--- src/rtl/uart_pkg.sv ---
// Shared UART definitions: parity encodings (common with the TX frame builder),
// receive FSM states, data width and the parity helpers.
// Pure declarations; no clocked logic.
package uart_pkg;

    localparam int DATA_BITS = 8;

    localparam logic [1:0] PARITY_NONE = 2'b00;
    localparam logic [1:0] PARITY_ODD  = 2'b01;
    localparam logic [1:0] PARITY_EVEN = 2'b10;

    typedef enum logic [2:0] {
        RX_IDLE,
        RX_START,
        RX_DATA,
        RX_PARITY,
        RX_STOP,
        RX_BREAK
    } rx_state_t;

    // 2'b11 is treated like PARITY_NONE: the frame carries no parity bit.
    function automatic logic parity_enabled(input logic [1:0] ptype);
        return (ptype == PARITY_ODD) || (ptype == PARITY_EVEN);
    endfunction

    // Parity bit the transmitter must have sent for this byte.
    function automatic logic parity_expected(input logic [1:0] ptype,
                                             input logic [DATA_BITS-1:0] data);
        return (ptype == PARITY_ODD) ? ~^data : ^data;
    endfunction

endpackage

--- src/rtl/uart_rx_sync.sv ---
// Two-flop synchronizer for the serial line, both flops reset to idle-high.
// Latency: 2 clk from d_i to q_o.
// No backpressure: free-running every clk.
module uart_rx_sync (
    input  logic clk,
    input  logic reset_n,
    input  logic d_i,
    output logic q_o
);

    logic meta_q;
    logic sync_q;

    // Resample the asynchronous line twice; reset to the idle level so no false start.
    always_ff @(posedge clk) begin
        if (!reset_n) begin
            meta_q <= 1'b1;
            sync_q <= 1'b1;
        end else begin
            meta_q <= d_i;
            sync_q <= meta_q;
        end
    end

    assign q_o = sync_q;

endmodule

--- src/rtl/uart_rx_frame.sv ---
// UART receive deserializer: start detect, 8 data bits LSB first, optional parity, stop check.
// Latency: data_valid 1 clk after the stop-bit sample tick (+2 clk with UART_RX_SYNC_EN defined).
// No backpressure: data_valid is a one-clk strobe; results hold until the next frame.
module uart_rx_frame
    import uart_pkg::*;
#(
    parameter int OSR = 16
) (
    input  logic                 clk,
    input  logic                 reset_n,
    input  logic                 baud_tick,
    input  logic                 rx_in,
    input  logic [1:0]           parity_type,
    output logic [DATA_BITS-1:0] data_out,
    output logic                 data_valid,
    output logic                 parity_error,
    output logic                 framing_error,
    output logic                 busy
);

    localparam int TW = $clog2(OSR);
    localparam int BW = $clog2(DATA_BITS);
    localparam logic [TW-1:0] TICK_HALF = TW'(OSR / 2 - 1);
    localparam logic [TW-1:0] TICK_LAST = TW'(OSR - 1);
    localparam logic [BW-1:0] BIT_LAST  = BW'(DATA_BITS - 1);

    logic rx_s;

`ifdef UART_RX_SYNC_EN
    uart_rx_sync u_sync (
        .clk     (clk),
        .reset_n (reset_n),
        .d_i     (rx_in),
        .q_o     (rx_s)
    );
`else
    assign rx_s = rx_in;
`endif

    rx_state_t            state_q,  state_d;
    logic [TW-1:0]        tick_q,   tick_d;
    logic [BW-1:0]        bit_q,    bit_d;
    logic [DATA_BITS-1:0] shift_q,  shift_d;
    logic [1:0]           ptype_q,  ptype_d;
    logic                 pmis_q,   pmis_d;
    logic [DATA_BITS-1:0] dout_q,   dout_d;
    logic                 valid_q,  valid_d;
    logic                 perr_q,   perr_d;
    logic                 ferr_q,   ferr_d;

    // Next-state and frame datapath; everything only advances on a baud tick.
    always_comb begin
        state_d = state_q;
        tick_d  = tick_q;
        bit_d   = bit_q;
        shift_d = shift_q;
        ptype_d = ptype_q;
        pmis_d  = pmis_q;
        dout_d  = dout_q;
        valid_d = 1'b0;
        perr_d  = perr_q;
        ferr_d  = ferr_q;
        if (baud_tick) begin
            case (state_q)
                RX_IDLE: begin
                    tick_d = '0;
                    if (!rx_s) state_d = RX_START;
                end
                RX_START: begin
                    if (tick_q == TICK_HALF) begin
                        tick_d = '0;
                        if (!rx_s) begin
                            // Parity mode is frozen here so mid-frame changes are ignored.
                            ptype_d = parity_type;
                            bit_d   = '0;
                            pmis_d  = 1'b0;
                            state_d = RX_DATA;
                        end else begin
                            state_d = RX_IDLE;
                        end
                    end else begin
                        tick_d = tick_q + 1'b1;
                    end
                end
                RX_DATA: begin
                    if (tick_q == TICK_LAST) begin
                        tick_d  = '0;
                        shift_d = {rx_s, shift_q[DATA_BITS-1:1]};
                        bit_d   = bit_q + 1'b1;
                        if (bit_q == BIT_LAST)
                            state_d = parity_enabled(ptype_q) ? RX_PARITY : RX_STOP;
                    end else begin
                        tick_d = tick_q + 1'b1;
                    end
                end
                RX_PARITY: begin
                    if (tick_q == TICK_LAST) begin
                        tick_d  = '0;
                        pmis_d  = (rx_s != parity_expected(ptype_q, shift_q));
                        state_d = RX_STOP;
                    end else begin
                        tick_d = tick_q + 1'b1;
                    end
                end
                RX_STOP: begin
                    if (tick_q == TICK_LAST) begin
                        tick_d  = '0;
                        dout_d  = shift_q;
                        valid_d = 1'b1;
                        perr_d  = pmis_q;
                        ferr_d  = ~rx_s;
                        state_d = rx_s ? RX_IDLE : RX_BREAK;
                    end else begin
                        tick_d = tick_q + 1'b1;
                    end
                end
                RX_BREAK: begin
                    // A line stuck low must go high before another start can be seen.
                    tick_d = '0;
                    if (rx_s) state_d = RX_IDLE;
                end
                default: begin
                    tick_d  = '0;
                    state_d = RX_IDLE;
                end
            endcase
        end
    end

    // State and output registers with synchronous active-low reset.
    always_ff @(posedge clk) begin
        if (!reset_n) begin
            state_q <= RX_IDLE;
            tick_q  <= '0;
            bit_q   <= '0;
            shift_q <= '0;
            ptype_q <= PARITY_NONE;
            pmis_q  <= 1'b0;
            dout_q  <= '0;
            valid_q <= 1'b0;
            perr_q  <= 1'b0;
            ferr_q  <= 1'b0;
        end else begin
            state_q <= state_d;
            tick_q  <= tick_d;
            bit_q   <= bit_d;
            shift_q <= shift_d;
            ptype_q <= ptype_d;
            pmis_q  <= pmis_d;
            dout_q  <= dout_d;
            valid_q <= valid_d;
            perr_q  <= perr_d;
            ferr_q  <= ferr_d;
        end
    end

    assign data_out      = dout_q;
    assign data_valid    = valid_q;
    assign parity_error  = perr_q;
    assign framing_error = ferr_q;
    assign busy          = (state_q != RX_IDLE);

endmodule

--- config.mk ---
export PLATFORM = sky130hd
export DESIGN_NAME = uart_rx_frame
export DESIGN_NICKNAME = d
export VERILOG_FILES = /design/src/rtl/uart_pkg.sv /design/src/rtl/uart_rx_sync.sv /design/src/rtl/uart_rx_frame.sv
export SDC_FILE = /design/constraint.sdc
export NUM_CORES = 1
export LEC_CHECK = 0
export BUFFER_PORTS_ARGS = -buffer_cell sky130_fd_sc_hd__buf_2
export CAP_MARGIN = 20
export CELL_PAD_IN_SITES_DETAIL_PLACEMENT = 0
export CELL_PAD_IN_SITES_GLOBAL_PLACEMENT = 1
export CORE_MARGIN = 2
export CORE_UTILIZATION = 45
export CTS_BUF_LIST = sky130_fd_sc_hd__clkbuf_8 sky130_fd_sc_hd__clkbuf_16
export CTS_CLUSTER_SIZE = 30
export DETAILED_ROUTE_END_ITERATION = 7
export GPL_TIMING_DRIVEN = 0
export PLACE_DENSITY_LB_ADDON = 0.05
export SKIP_LAST_GASP = 1
export SLEW_MARGIN = 5
export SYNTH_ARGS = -nofsm -noshare
export SYNTH_HDL_FRONTEND = slang
export SYNTH_SLANG_ARGS = --single-unit
--- constraint.sdc ---
create_clock -name clk -period 3.4 [get_ports clk]
set_input_delay 0.17 -clock clk [delete_from_list [all_inputs] [get_ports clk]]
set_output_delay 0.17 -clock clk [all_outputs]
set_load 0.05 [all_outputs]
Word-level counts from Yosys, hierarchy flattened
Index checks and enable logic that the tools add are counted.
- register bits: 32
- input port bits: 6
- output and inout port bits: 12
- logic and storage cells: 71
- add/subtract/negate cells: 2
- equal/unequal tests: 19
- multiplexer cells: 24
- bitwise logic cells: 1
- reduce and logical (&&, ||, !) cells: 15
- operators by type and width (operator ; number):
    $mux 3 ; 12
    $pmux 3 s6 ; 1
    $ne 2x2->1 const B ; 8
    $reduce_and 5->1 ; 2
    $eq 3x3->1 const B ; 3
    $reduce_and 3->1 ; 3
    $mux 4 ; 2
    $pmux 4 s2 ; 1
    $reduce_and 8->1 ; 1
    $reduce_xnor 8->1 ; 1
    $reduce_xor 8->1 ; 1
    $eq 3x2->1 const B ; 2
    $pmux 3 s2 ; 1
    $mux 1 ; 5
    $add 4x1->4 const B ; 1
    $eq 4x3->1 const B ; 1
    $eq 4x4->1 const B ; 1
    $reduce_and 4->1 ; 1
    $reduce_bool 2->1 ; 2
    $add 3x1->3 const B ; 1
    $eq 3x1->1 const B ; 1
    $logic_not 3->1 ; 1
    $reduce_bool 3->1 ; 1
    $reduce_or 3->1 ; 1
    7 further kinds ; 7

Longest topological paths before layout
- depth in word-level cells: 6
- depth in mapped cells: 7
- gate-level depth less buffers: 6

Least setup slack after synthesis
Ideal clock, no wire load.
- path kind: register -> register
- start: reg tick_q[0]
- end: reg pmis_q
- arrival: 1.456 ns
- required time: 3.283 ns
- path slack: 1.827 ns
- cell stages (with the launch flop): 6
- cells stage by stage: dfxtp_1 > ha_1 > buf_2 > nand3_1 > or4_1 > a32o_1
- cells in the longest elaborated chain, start to end: 3
- ends and longest elaborated chain (item ; line ; text):
    start, declared ; uart_rx_frame.sv:41 ; logic [TW-1:0] tick_q, tick_d;
    start signal, assigned ; uart_rx_frame.sv:145 ; tick_q <= tick_d;
    $eq 4x4->1 / $eq 4x3->1 (equally long branches) ; uart_rx_frame.sv:97, uart_rx_frame.sv:70 ;
    $ne 2x2->1 (no source line) ; - ;
    $reduce_and 5->1 (no source line) * ; - ;
    end signal, assigned ; uart_rx_frame.sv:149 ; pmis_q <= pmis_d;
    end, declared ; uart_rx_frame.sv:45 ; logic pmis_q, pmis_d;
Every way passes the cells marked *; elsewhere a longest branch is shown, timed or not.
A chain may end at the register's enable or synchronous reset.

Worst setup path in the final report
Same ends and word-level chain as after synthesis.

==> results.json <==
{
  "r2r_slack_ns": 1.64,
  "drtPass1Iterations": 4,
  "synth_ff_type": "dfxtp_1",
  "postCtsSetupRepairBufs": 0,
  "layout.cells.non_filler": 254,
  "synth.distinct_cells": 46,
  "die_y_um": 65.8,
  "outcome": "finished clean",
  "dp_hpwl_mm": 2.62,
  "start_util_pct": 46.9,
  "drv_cap": 0,
  "routedWlPerCell_um": 14.1,
  "dieArea_um2": 4330,
  "vias": 1366,
  "synth_edf_count": 0,
  "clock_sinks": 32,
  "synth_simple_gate_area_share_pct": 22.5,
  "core_area_um2": 3660,
  "synthCells": 182,
  "grt_max_degree": 11,
  "ys_async_sr_fraction_pct": 0,
  "yosys-top-cells-count": "dfxtp_1, nand2_1, mux2i_1, nor2b_1, a21boi_1",
  "final-hold-violation-count": 0,
  "cts_resized": 0,
  "cts_buffer_depth": 2,
  "tightest_slew_ns": 0.624,
  "cts_inserted_buffers": 5,
  "crit_start": "tick_q[0]$_SDFFE_PN0P_",
  "netlist_area_um2": 1720,
  "ys_seq_area_share_pct": 37.3,
  "grt_usage_pct": 18.9,
  "port_buffers": 16,
  "grt-ovfl-total": 0,
  "cts_hold_buf": 0,
  "worstSetupPathType": "reg2reg",
  "ir_drop_mv": 0.256,
  "vias_per_cell": 5.38,
  "cp-end-kind": "flip-flop",
  "grt_pass1_wl_mm": 6.17,
  "p_per_area_nw_per_um2": 430,
  "skew_ns": 0.00266,
  "die_w_um": 65.8,
  "grt_pass1_vias": 1347,
  "cts_root_buf": "clkbuf_8",
  "area_growth_pct": 13.5,
  "n_fill_cell": 335,
  "crit_end": "pmis_q$_SDFFE_PN0P_",
  "gp_congestion": 0.817,
  "rr_endpoint": "pmis_q$_SDFFE_PN0P_",
  "setup_viol": 0,
  "tritoncts": "done",
  "synth_compound_area_share_pct": 17.8,
  "antenna_found_initial": 0,
  "cts.htree.levels": 2,
  "cp-start-kind": "flip-flop",
  "synth_adder_area_share_pct": 2.91,
  "synth_top_area_share_pct": 37.3,
  "antenna_cells": 0,
  "min_path_type": "in2reg",
  "fin_hold_ws_ns": 0.153,
  "clock.fmax_mhz": 567,
  "synth.top_cells.by_area": "dfxtp_1, mux2i_1, a21boi_1",
  "fin_crit_sh_pct": 51.9,
  "yosysMostFrequentCell": "dfxtp_1",
  "timing.rr.start": "tick_q[0]$_SDFFE_PN0P_",
  "io_pins": 18,
  "p_leak_nw": 0.723,
  "synthXorXnorAreaFrac_pct": 4.88,
  "cp.arrival_ns": 1.94,
  "drt_iter0_markers": 65,
  "layout.nets": 215,
  "clk_pin_slew_ns": 0.07,
  "worstPathMaxFanout": 8,
  "required_ns": 3.57,
  "dp_cells": 246,
  "wirelength_mm": 3.59,
  "ys_warn_count": 0,
  "drc": 0,
  "drive_above_1_share_pct": 20.4,
  "worstSkewPairLatency_ns": 0.28,
  "slew_headroom_pct": 58.3,
  "muxShareOfSynthArea_pct": 8.74,
  "finalMaxSlewViolations": 0,
  "tns_ns": 0,
  "ys_ff_latch": 32,
  "ant_nets": 0,
  "rows": 22,
  "r2r_cells": 5,
  "period_needed_ns": 1.76,
  "rsz0062_at_grt": "no",
  "synth_top_family_by_area": "simple AND/OR/NAND/NOR gates",
  "syn-num-nets": 192,
  "synth_area_leader_cell": "dfxtp_1",
  "synth.avg_cell_area_um2": 9.44
}
-- how the worst min path moves through the flow --
stage,from,end,depth (start not counted)
floorplan,reset_n,state_q[2]$_SDFFE_PN0P_,2
global placement,parity_type[1],ptype_q[1]$_SDFFE_PN0P_,3
detailed placement,parity_type[0],ptype_q[0]$_SDFFE_PN0P_,3
CTS,parity_type[0],ptype_q[0]$_SDFFE_PN0P_,3
global route,parity_type[0],ptype_q[0]$_SDFFE_PN0P_,3
finish,parity_type[0],ptype_q[0]$_SDFFE_PN0P_,3
-- cell families after synthesis --
logic type	after synthesis
compound gates	43
xor+xnor	8
fa+ha+maj	4
buf+inv	19
flops	32
mux	15
simple gates	61
-- power by group --
part / switching (mW) / internal [mW] / leakage [nW]
Sequential: 0.00924 / 0.383 / 0.258
Combinational: 0.0923 / 0.0552 / 0.414
Clock: 0.137 / 0.161 / 0.0510
Total: 0.239 / 0.599 / 0.723
-- routing by layer --
| layer | share of wire, % | vias up | wire length, um | global-route usage (%) |
|---|---|---|---|---|
| li1 | - | 688 | - | - |
| met1 | 47 | 649 | 1670 | 22.4 |
| met2 | 49 | 22 | 1770 | 33.0 |
| met3 | 2.6 | 7 | 93 | 4.60 |
| met4 | 1.6 | 0 | 59 | 7.03 |
| met5 | 0 | - | 0 | 0 |
-- critical path, cell delays in order, from the launching register on --
cell and delay, ns:
dfxtp_1 0.37, ha_1 0.15, buf_2 0.18, nand3_1 0.17
or4_1 0.52, a32o_1 0.27
-- area by class of cell --
type,instances,area [um^2],area share (%)
repair buffers,16,80.1,4.11
multi-input cells,131,977,50.1
inverters,5,18.8,0.962
flip-flops and latches,32,641,32.8
clock buffers,6,82.6,4.23
plain buffers,14,81.3,4.17
clock inverters,2,10.0,0.513
well taps,48,60.1,3.08
-- placed cells by master (no fill, tap or decap), types with 3 or more instances in the layout --
cell      instances
a21boi_1         12
buf_2            24
clkbuf_1          4
clkbuf_8          6
dfxtp_1          32
ha_1              4
inv_1             5
mux2i_1          15
nand2_1          18
nand3_1           3
nand3b_1          3
nor2_1            4
nor2b_1          14
o21ai_0          11
o21ai_1           3
xnor2_1           7
-- sequential cells by signal, indices dropped and copies added, names as in the netlist --
signal / count
bit_q: 3
pmis_q: 1
state_q: 3
data_valid: 1
parity_error: 1
tick_q: 4
data_out: 8
framing_error: 1
shift_q: 8
ptype_q: 2
-- metrics by stage --
stage	worst slack (ns)	area, um^2	power [mW]	utilization (%)
final	1.64	1950	0.838	53.3
after global routing	1.49	1950	0.881	53.3
after floorplan	1.83	1720	0.514	-
after detailed placement	1.65	1860	0.548	50.8
after CTS	1.63	1950	0.850	53.3
after global placement	1.65	1860	0.545	50.8
Power figures use the tool's default switching activity.
